**src/rtl/lfsr_test_ctrl.sv**
```systemverilog
// Test sequencer for the 8-bit LFSR generator/checker pair: seeds both blocks, measures lock
// latency, verifies lock holds for a run, and optionally injects corruption to prove lock drops.
module lfsr_test_ctrl #(
   parameter int unsigned LOCK_TIMEOUT = 32,
   parameter int unsigned RUN_CYCLES   = 64,
   parameter int unsigned INJECT_LEN   = 4
) (
   input  logic       clk,
   input  logic       i_rst,
   input  logic       i_start,
   input  logic [7:0] i_seed,
   input  logic       i_inject_en,
   input  logic       i_lock,
   output logic       o_valid,
   output logic       o_soft_reset,
   output logic [7:0] o_seed,
   output logic       o_corrupt,
   output logic       o_busy,
   output logic       o_done,
   output logic       o_pass,
   output logic [1:0] o_fail_code,
   output logic [7:0] o_lock_latency
);

   typedef enum logic [2:0] {
      ST_IDLE,
      ST_SEED,
      ST_ACQ,
      ST_RUN,
      ST_INJECT,
      ST_DROP,
      ST_DONE
   } state_t;

   typedef enum logic [1:0] {
      FC_PASS        = 2'd0,
      FC_ACQ_TIMEOUT = 2'd1,
      FC_LOCK_LOST   = 2'd2,
      FC_NO_DROP     = 2'd3
   } fail_code_t;

   localparam logic [7:0]  TIMER_LAST = 8'(LOCK_TIMEOUT - 1);
   localparam logic [15:0] RUN_LAST   = 16'(RUN_CYCLES - 1);
   localparam logic [3:0]  INJ_LAST   = 4'(INJECT_LEN - 1);

   state_t     state_q, state_d;
   logic [7:0] timer_q, timer_d;
   logic [15:0] run_cnt_q, run_cnt_d;
   logic [3:0] inj_cnt_q, inj_cnt_d;
   logic       inject_en_q, inject_en_d;
   logic       dropped_q, dropped_d;

   logic       valid_q, valid_d;
   logic       soft_reset_q, soft_reset_d;
   logic [7:0] seed_q, seed_d;
   logic       corrupt_q, corrupt_d;
   logic       busy_q, busy_d;
   logic       done_q, done_d;
   logic       pass_q, pass_d;
   fail_code_t fail_code_q, fail_code_d;
   logic [7:0] latency_q, latency_d;

   always_comb begin
      // NOTE: every signal assigned here gets a default first, so no path can infer a latch.
      state_d     = state_q;
      timer_d     = timer_q;
      run_cnt_d   = run_cnt_q;
      inj_cnt_d   = inj_cnt_q;
      inject_en_d = inject_en_q;
      dropped_d   = dropped_q;
      seed_d      = seed_q;
      pass_d      = pass_q;
      fail_code_d = fail_code_q;
      latency_d   = latency_q;

      case (state_q)
         ST_IDLE: begin
            if (i_start) begin
               seed_d      = i_seed;
               inject_en_d = i_inject_en;
               pass_d      = 1'b0;
               fail_code_d = FC_PASS;
               latency_d   = 8'd0;
               state_d     = ST_SEED;
            end
         end

         ST_SEED: begin
            timer_d   = 8'd0;
            dropped_d = 1'b0;
            state_d   = ST_ACQ;
         end

         ST_ACQ: begin
            if (i_lock) begin
               latency_d = timer_q;
               run_cnt_d = 16'd0;
               state_d   = ST_RUN;
            end else if (timer_q == TIMER_LAST) begin
               fail_code_d = FC_ACQ_TIMEOUT;
               state_d     = ST_DONE;
            end else begin
               timer_d = timer_q + 8'd1;
            end
         end

         ST_RUN: begin
            // A lost lock wins over run completion in the same cycle.
            if (!i_lock) begin
               fail_code_d = FC_LOCK_LOST;
               state_d     = ST_DONE;
            end else if (run_cnt_q == RUN_LAST) begin
               if (inject_en_q) begin
                  inj_cnt_d = 4'd0;
                  state_d   = ST_INJECT;
               end else begin
                  pass_d  = 1'b1;
                  state_d = ST_DONE;
               end
            end else begin
               run_cnt_d = run_cnt_q + 16'd1;
            end
         end

         ST_INJECT: begin
            if (!i_lock) begin
               dropped_d = 1'b1;
            end
            if (inj_cnt_q == INJ_LAST) begin
               timer_d = 8'd0;
               state_d = ST_DROP;
            end else begin
               inj_cnt_d = inj_cnt_q + 4'd1;
            end
         end

         ST_DROP: begin
            dropped_d = dropped_q | ~i_lock;
            if (dropped_q || !i_lock) begin
               pass_d  = 1'b1;
               state_d = ST_DONE;
            end else if (timer_q == TIMER_LAST) begin
               fail_code_d = FC_NO_DROP;
               state_d     = ST_DONE;
            end else begin
               timer_d = timer_q + 8'd1;
            end
         end

         ST_DONE: begin
            state_d = ST_IDLE;
         end

         default: begin
            state_d = ST_IDLE;
         end
      endcase

      // Strobes are decoded from the next state so the registered copies line up with it.
      valid_d      = (state_d == ST_ACQ) || (state_d == ST_RUN) ||
                     (state_d == ST_INJECT) || (state_d == ST_DROP);
      soft_reset_d = (state_d == ST_SEED);
      corrupt_d    = (state_d == ST_INJECT);
      busy_d       = (state_d != ST_IDLE);
      done_d       = (state_d == ST_DONE);
   end

   always_ff @(posedge clk or posedge i_rst) begin
      if (i_rst) begin
         state_q      <= ST_IDLE;
         timer_q      <= 8'd0;
         run_cnt_q    <= 16'd0;
         inj_cnt_q    <= 4'd0;
         inject_en_q  <= 1'b0;
         dropped_q    <= 1'b0;
         valid_q      <= 1'b0;
         soft_reset_q <= 1'b0;
         seed_q       <= 8'd0;
         corrupt_q    <= 1'b0;
         busy_q       <= 1'b0;
         done_q       <= 1'b0;
         pass_q       <= 1'b0;
         fail_code_q  <= FC_PASS;
         latency_q    <= 8'd0;
      end else begin
         // NOTE: non-blocking assignments keep every flop updating from pre-edge values.
         state_q      <= state_d;
         timer_q      <= timer_d;
         run_cnt_q    <= run_cnt_d;
         inj_cnt_q    <= inj_cnt_d;
         inject_en_q  <= inject_en_d;
         dropped_q    <= dropped_d;
         valid_q      <= valid_d;
         soft_reset_q <= soft_reset_d;
         seed_q       <= seed_d;
         corrupt_q    <= corrupt_d;
         busy_q       <= busy_d;
         done_q       <= done_d;
         pass_q       <= pass_d;
         fail_code_q  <= fail_code_d;
         latency_q    <= latency_d;
      end
   end

   assign o_valid        = valid_q;
   assign o_soft_reset   = soft_reset_q;
   assign o_seed         = seed_q;
   assign o_corrupt      = corrupt_q;
   assign o_busy         = busy_q;
   assign o_done         = done_q;
   assign o_pass         = pass_q;
   assign o_fail_code    = fail_code_q;
   assign o_lock_latency = latency_q;

endmodule
```
**config.mk**
```make
export PLATFORM = sky130hd
export DESIGN_NAME = lfsr_test_ctrl
export DESIGN_NICKNAME = d
export VERILOG_FILES = /design/src/rtl/lfsr_test_ctrl.sv
export SDC_FILE = /design/constraint.sdc
export NUM_CORES = 1
export LEC_CHECK = 0
export CAP_MARGIN = 20
export CORE_MARGIN = 2
export CORE_UTILIZATION = 25
export CTS_BUF_LIST = sky130_fd_sc_hd__clkbuf_8
export DETAILED_ROUTE_END_ITERATION = 8
export PLACE_DENSITY = 0.53
export SETUP_SLACK_MARGIN = 0.4
export SYNTH_ARGS = -nofsm -noshare
export SYNTH_HDL_FRONTEND = slang
export SYNTH_SLANG_ARGS = --single-unit
```
**constraint.sdc**
```tcl
create_clock -name clk -period 3.45 [get_ports clk]
set_input_delay 0.69 -clock clk [delete_from_list [all_inputs] [get_ports clk]]
set_output_delay 0.69 -clock clk [all_outputs]
set_load 0.01 [all_outputs]
```
After elaboration in Yosys (flattened, before gate mapping):

Index checks and enable logic that the tools add are counted.

* register bits: 57
* input bits: 13
* output and inout bits: 24
* logic and storage cells: 113

* add/sub/neg operators: 3
* equal/unequal tests: 30
* mux-type cells: 41
* bitwise gates (word level): 2
* reductions and logical operators: 22

Operator list (number)
* $mux 16: 3
* $mux 8: 6
* $ne 2x2->1 const B: 16
* $pmux 16 s2: 1
* $pmux 8 s4: 1
* $mux 3: 7
* $pmux 3 s6: 1
* $add 16x1->16 const B: 1
* $eq 16x6->1 const B: 1
* $mux 4: 4
* $pmux 8 s2: 1
* $eq 3x3->1 const B: 5
* $mux 2: 7
* $eq 3x2->1 const B: 4
* $reduce_bool 3->1: 3
* $add 8x1->8 const B: 1
* $eq 8x5->1 const B: 1
* $pmux 2 s4: 1
* $pmux 4 s2: 1
* $reduce_and 4->1: 2
* $reduce_bool 4->1: 2
* $reduce_and 7->1: 1
* $eq 3x1->1 const B: 2
* $mux 1: 6
* 13 further kinds: 20

Longest topological paths before layout:

* depth in word-level cells: 8
* depth in mapped cells: 8
* depth with buffers taken out: 6

Worst setup path after synthesis:

Ideal clock, no wire load.

* path type: input-to-reg
* from: input port i_lock
* to: register timer_q[5]
* setup time: 0.104 ns
* arrival: 2.327 ns
* data required time: 3.346 ns
* slack: 1.019 ns
* stages: 8
* buffers on the path: 3
* cells stage by stage: buf_2 nand2b_1 and3b_1 or3_1 buf_2 or3_1 buf_2 o41ai_2

* word-level cells in the longest chain between the ends: 4
* elaborated cells on any way between the ends: 5
* those cells by class: 2 x eq/ne; 3 x reduce/logical

RTL lines
* from (decl): RTL line 13 `input logic i_lock,`
* $logic_not 1->1: RTL line 139 `if (dropped_q || !i_lock) begin`
* $logic_or 1x1->1: RTL line 139
* $ne 2x2->1 (no line)
* $reduce_and 4->1 (no line) *
* to (signal assigned): RTL line 188 `timer_q <= timer_d;`
* to (decl): RTL line 47 `logic [7:0] timer_q, timer_d;`

Every way passes the cells marked *; elsewhere a longest branch is shown, timed or not.
A chain may end at the register's enable or synchronous reset.

Final worst setup path:

Same ends and word-level chain as after synthesis.

==> results.py <==
metrics = {
    "cells_and_area": {
        "layout_commonest_cell": "dfrtp_1",
        "layout_common_cells": "57 x dfrtp_1, 36 x clkdlybuf4s50_1, 32 x nand2_1",
        "regArea_um2": 1430,
        "drive_above_1_share": 0.0970,
        "area_growth_pct": 24.7,
        "n_antenna_cell": 0,
        "fillers": 1158,
        "multiInputGateArea_um2": 1320,
        "fin_nets": 342,
    },
    "global_route": {
        "grt_usage": 0.109,
        "grt_start_max_net_pins": 27,
        "antenna_found_initial": 0,
        "grt_pass1_vias": 2177,
        "grt_overflow": 0,
        "grt_pass1_wl_mm": 10.9,
    },
    "sta": {
        "fin_worst_skew_ps": 9.27,
        "setup_tns_ps": 0,
        "slew_headroom": 0.463,
        "finalSetupViolCount": 0,
        "rsz0062_at_grt": "false",
        "holdWs_ps": 471,
        "drv_slew": 0,
        "period_minus_slack_ps": 2810,
        "period_share": 0.815,
        "hold_violations": 0,
        "max_freq_ghz": 0.356,
        "worst_pin_slew_ps": 803,
    },
    "yosys": {
        "synthCells": 290,
        "yosysTopAreaCellShare": 0.502,
        "synth_largest_area_cell": "dfrtp_1",
        "synth.distinct_cells": 51,
        "synthArstFlopShare": 1.00,
        "ys_seq_elements": 57,
        "synth_fp_nets": 306,
        "synth-main-ff-cell": "dfrtp_1",
        "syn-cell-area_um2": 2840,
        "yosysWarnings": 0,
        "synth_area_leaders": "dfrtp_1 50%, nand2_1 4.2%, mux2_2 3.6%",
        "syn_avg_cell_area_um2": 9.80,
        "seq_area_frac_synth": 0.502,
        "synth_edf_count": 0,
    },
    "route": {
        "viasPerCell": 4.91,
        "routed_wl_mm": 6.35,
        "remaining_drc_errors": 0,
        "detail-route-antenna-nets": 0,
        "drt_iter0_drc": 99,
        "dr.pass1.iters": 4,
        "via_count": 2307,
        "wl_per_cell_um": 13.5,
    },
    "clocking": {
        "cts_buffer_depth": 2,
        "clk_pin_slew_ps": 60,
        "cts_buffers": 9,
        "cts_sinks": 57,
        "clockRootBuffer": "clkbuf_8",
        "cts_resized": 0,
        "cts_tree": "done",
        "hold_buffers": 0,
        "clk_latency_ps": 340,
        "cts_max_level": 3,
        "cts_setup_buffers": 0,
    },
    "setup_path": {
        "worstSetupPathType": "in2reg",
        "worstSetupStartpointType": "input pin",
        "crit_family": "simple AND/OR/NAND/NOR gates",
        "cp.buffers_inverters": 1,
        "worstPathArrival_ps": 3050,
        "required_ps": 3690,
        "crit_path_end_kind": "flop",
        "critPathMaxStageDelay_ps": 670,
        "cp_cell_sequence": "clkdlybuf4s50_1, nand2b_1, and3b_1, or3_1, or3_1, o41ai_2",
        "crit_fanout": 11,
        "crit_path_frequent_cell": "or3_1",
        "cp_slowest_cell": "clkdlybuf4s50_1",
    },
    "worst_hold_path": {
        "min_path_type": "reg2reg",
    },
    "floorplanning": {
        "core_um2": 11000,
        "die_h_um": 111,
        "num_rows": 38,
        "die_area_um2": 12200,
        "fp.dieW_um": 111,
        "start_util": 0.259,
        "io_pins": 37,
    },
    "power": {
        "peakVddDrop_uv": 367,
        "power_density_nw_per_um2": 726,
        "power.total_mw": 2.57,
        "p_leak_nw": 1.55,
    },
    "place": {
        "port_buffers": 36,
        "dpl.hpwl_mm": 4.46,
        "gp_congestion": 0.815,
    },
    "flow_run": {
        "maxCapViolations": 0,
    },
    "outcome": {
        "status": "completed",
    },
}
-- per-layer routing --
layer  up-vias  GRT usage  wire length [um]
li1       1141          -                 -
met1      1105      0.148              3110
met2        53      0.161              2830
met3         8     0.0379               320
met4         0     0.0433                89
met5         -          0                 0
-- sequential cells by signal (all words and copies together), names as in the netlist --
signal and flops:
o_busy 1, o_fail_code 2, o_seed 8, o_lock_latency 8, state_q 3, o_done 1
o_pass 1, run_cnt_q 16, o_valid 1, o_corrupt 1, o_soft_reset 1, inj_cnt_q 4
inject_en_q 1, timer_q 8, dropped_q 1
-- power breakdown --
| part | leakage [nW] | internal (mW) | switching (mW) | total [mW] |
|---|---|---|---|---|
| Sequential | 0.749 | 0.835 | 0.172 | 1.01 |
| Clock | 0.106 | 0.363 | 0.255 | 0.619 |
| Combinational | 0.692 | 0.441 | 0.507 | 0.949 |
-- worst min-delay path, stage by stage, from the launching register on --
cell     delay, ps
dfrtp_1        340
nand2_1         50
nand2_1         50
-- final cells by class --
| class | count | area share |
|---|---|---|
| Timing Repair Buffer | 41 | 0.112 |
| Clock inverter | 4 | 0.0124 |
| Inverter | 7 | 0.00741 |
| Sequential cell | 57 | 0.402 |
| Tap cell | 140 | 0.0494 |
| Clock buffer | 11 | 0.0427 |
| Multi-Input combinational cell | 210 | 0.373 |
-- stage by stage --
step           instances  worst slack, ps  area, um2  utilization
3_3_place_gp         455              355       3350        0.305
2_1_floorplan        290             1020       2840            -
6_report             470              640       3540        0.323
4_1_cts              470              663       3540        0.323
3_5_place_dp         455              317       3350        0.305
5_1_grt              470              495       3540        0.323
-- cells in the mapped netlist (2+ instances only) --
| cell type | count |
|---|---|
| nor3_1 | 4 |
| o2111ai_1 | 2 |
| o21ai_0 | 14 |
| clkbuf_1 | 11 |
| xnor2_1 | 2 |
| a31oi_1 | 5 |
| ha_1 | 3 |
| and4_1 | 2 |
| nand3_1 | 11 |
| nand4_1 | 12 |
| nand2b_1 | 6 |
| and3_1 | 6 |
| o31ai_1 | 11 |
| mux2_2 | 9 |
| xor2_1 | 10 |
| dfrtp_1 | 57 |
| a21oi_1 | 10 |
| o211ai_1 | 5 |
| buf_2 | 4 |
| nand2_1 | 32 |
| inv_1 | 7 |
| nor2_1 | 24 |
| or3_1 | 6 |
| nor4_1 | 4 |
| and3b_1 | 4 |
| a22o_1 | 3 |
| and2_1 | 2 |
-- kinds of logic (layout without fill, tap and decap cells) --
family	Yosys count	after routing	synth area share
and+or+nand+nor	121	121	0.220
xor gates and xnor gates	12	12	0.0370
muxes	10	10	0.0392
AOI/OAI and AO/OA	64	64	0.156
adders and majority gates	3	3	0.0132
DFF	57	57	0.502
buffers and inverters	23	63	0.0321
-- worst paths after layout --
| path | cells after the start | endpoint | slack, ps | from |
|---|---|---|---|---|
| worst max-delay path | 6 | timer_q[5]$_DFFE_PP0P_ | 640 | i_lock |
| worst min-delay path | 2 | o_lock_latency[2]$_DFFE_PP0P_ | 470 | o_lock_latency[2]$_DFFE_PP0P_ |
| worst max register to register | 4 | timer_q[5]$_DFFE_PP0P_ | 790 | state_q[0]$_DFF_PP0_ |
| worst min register to register | 2 | o_lock_latency[2]$_DFFE_PP0P_ | 470 | o_lock_latency[2]$_DFFE_PP0P_ |
| max in group asynchronous | 3 | inject_en_q$_DFFE_PP0P_ | 2270 | i_rst |
| min in group asynchronous | 2 | o_seed[0]$_DFFE_PP0P_ | 600 | i_rst |
Power figures use the tool's default switching activity.
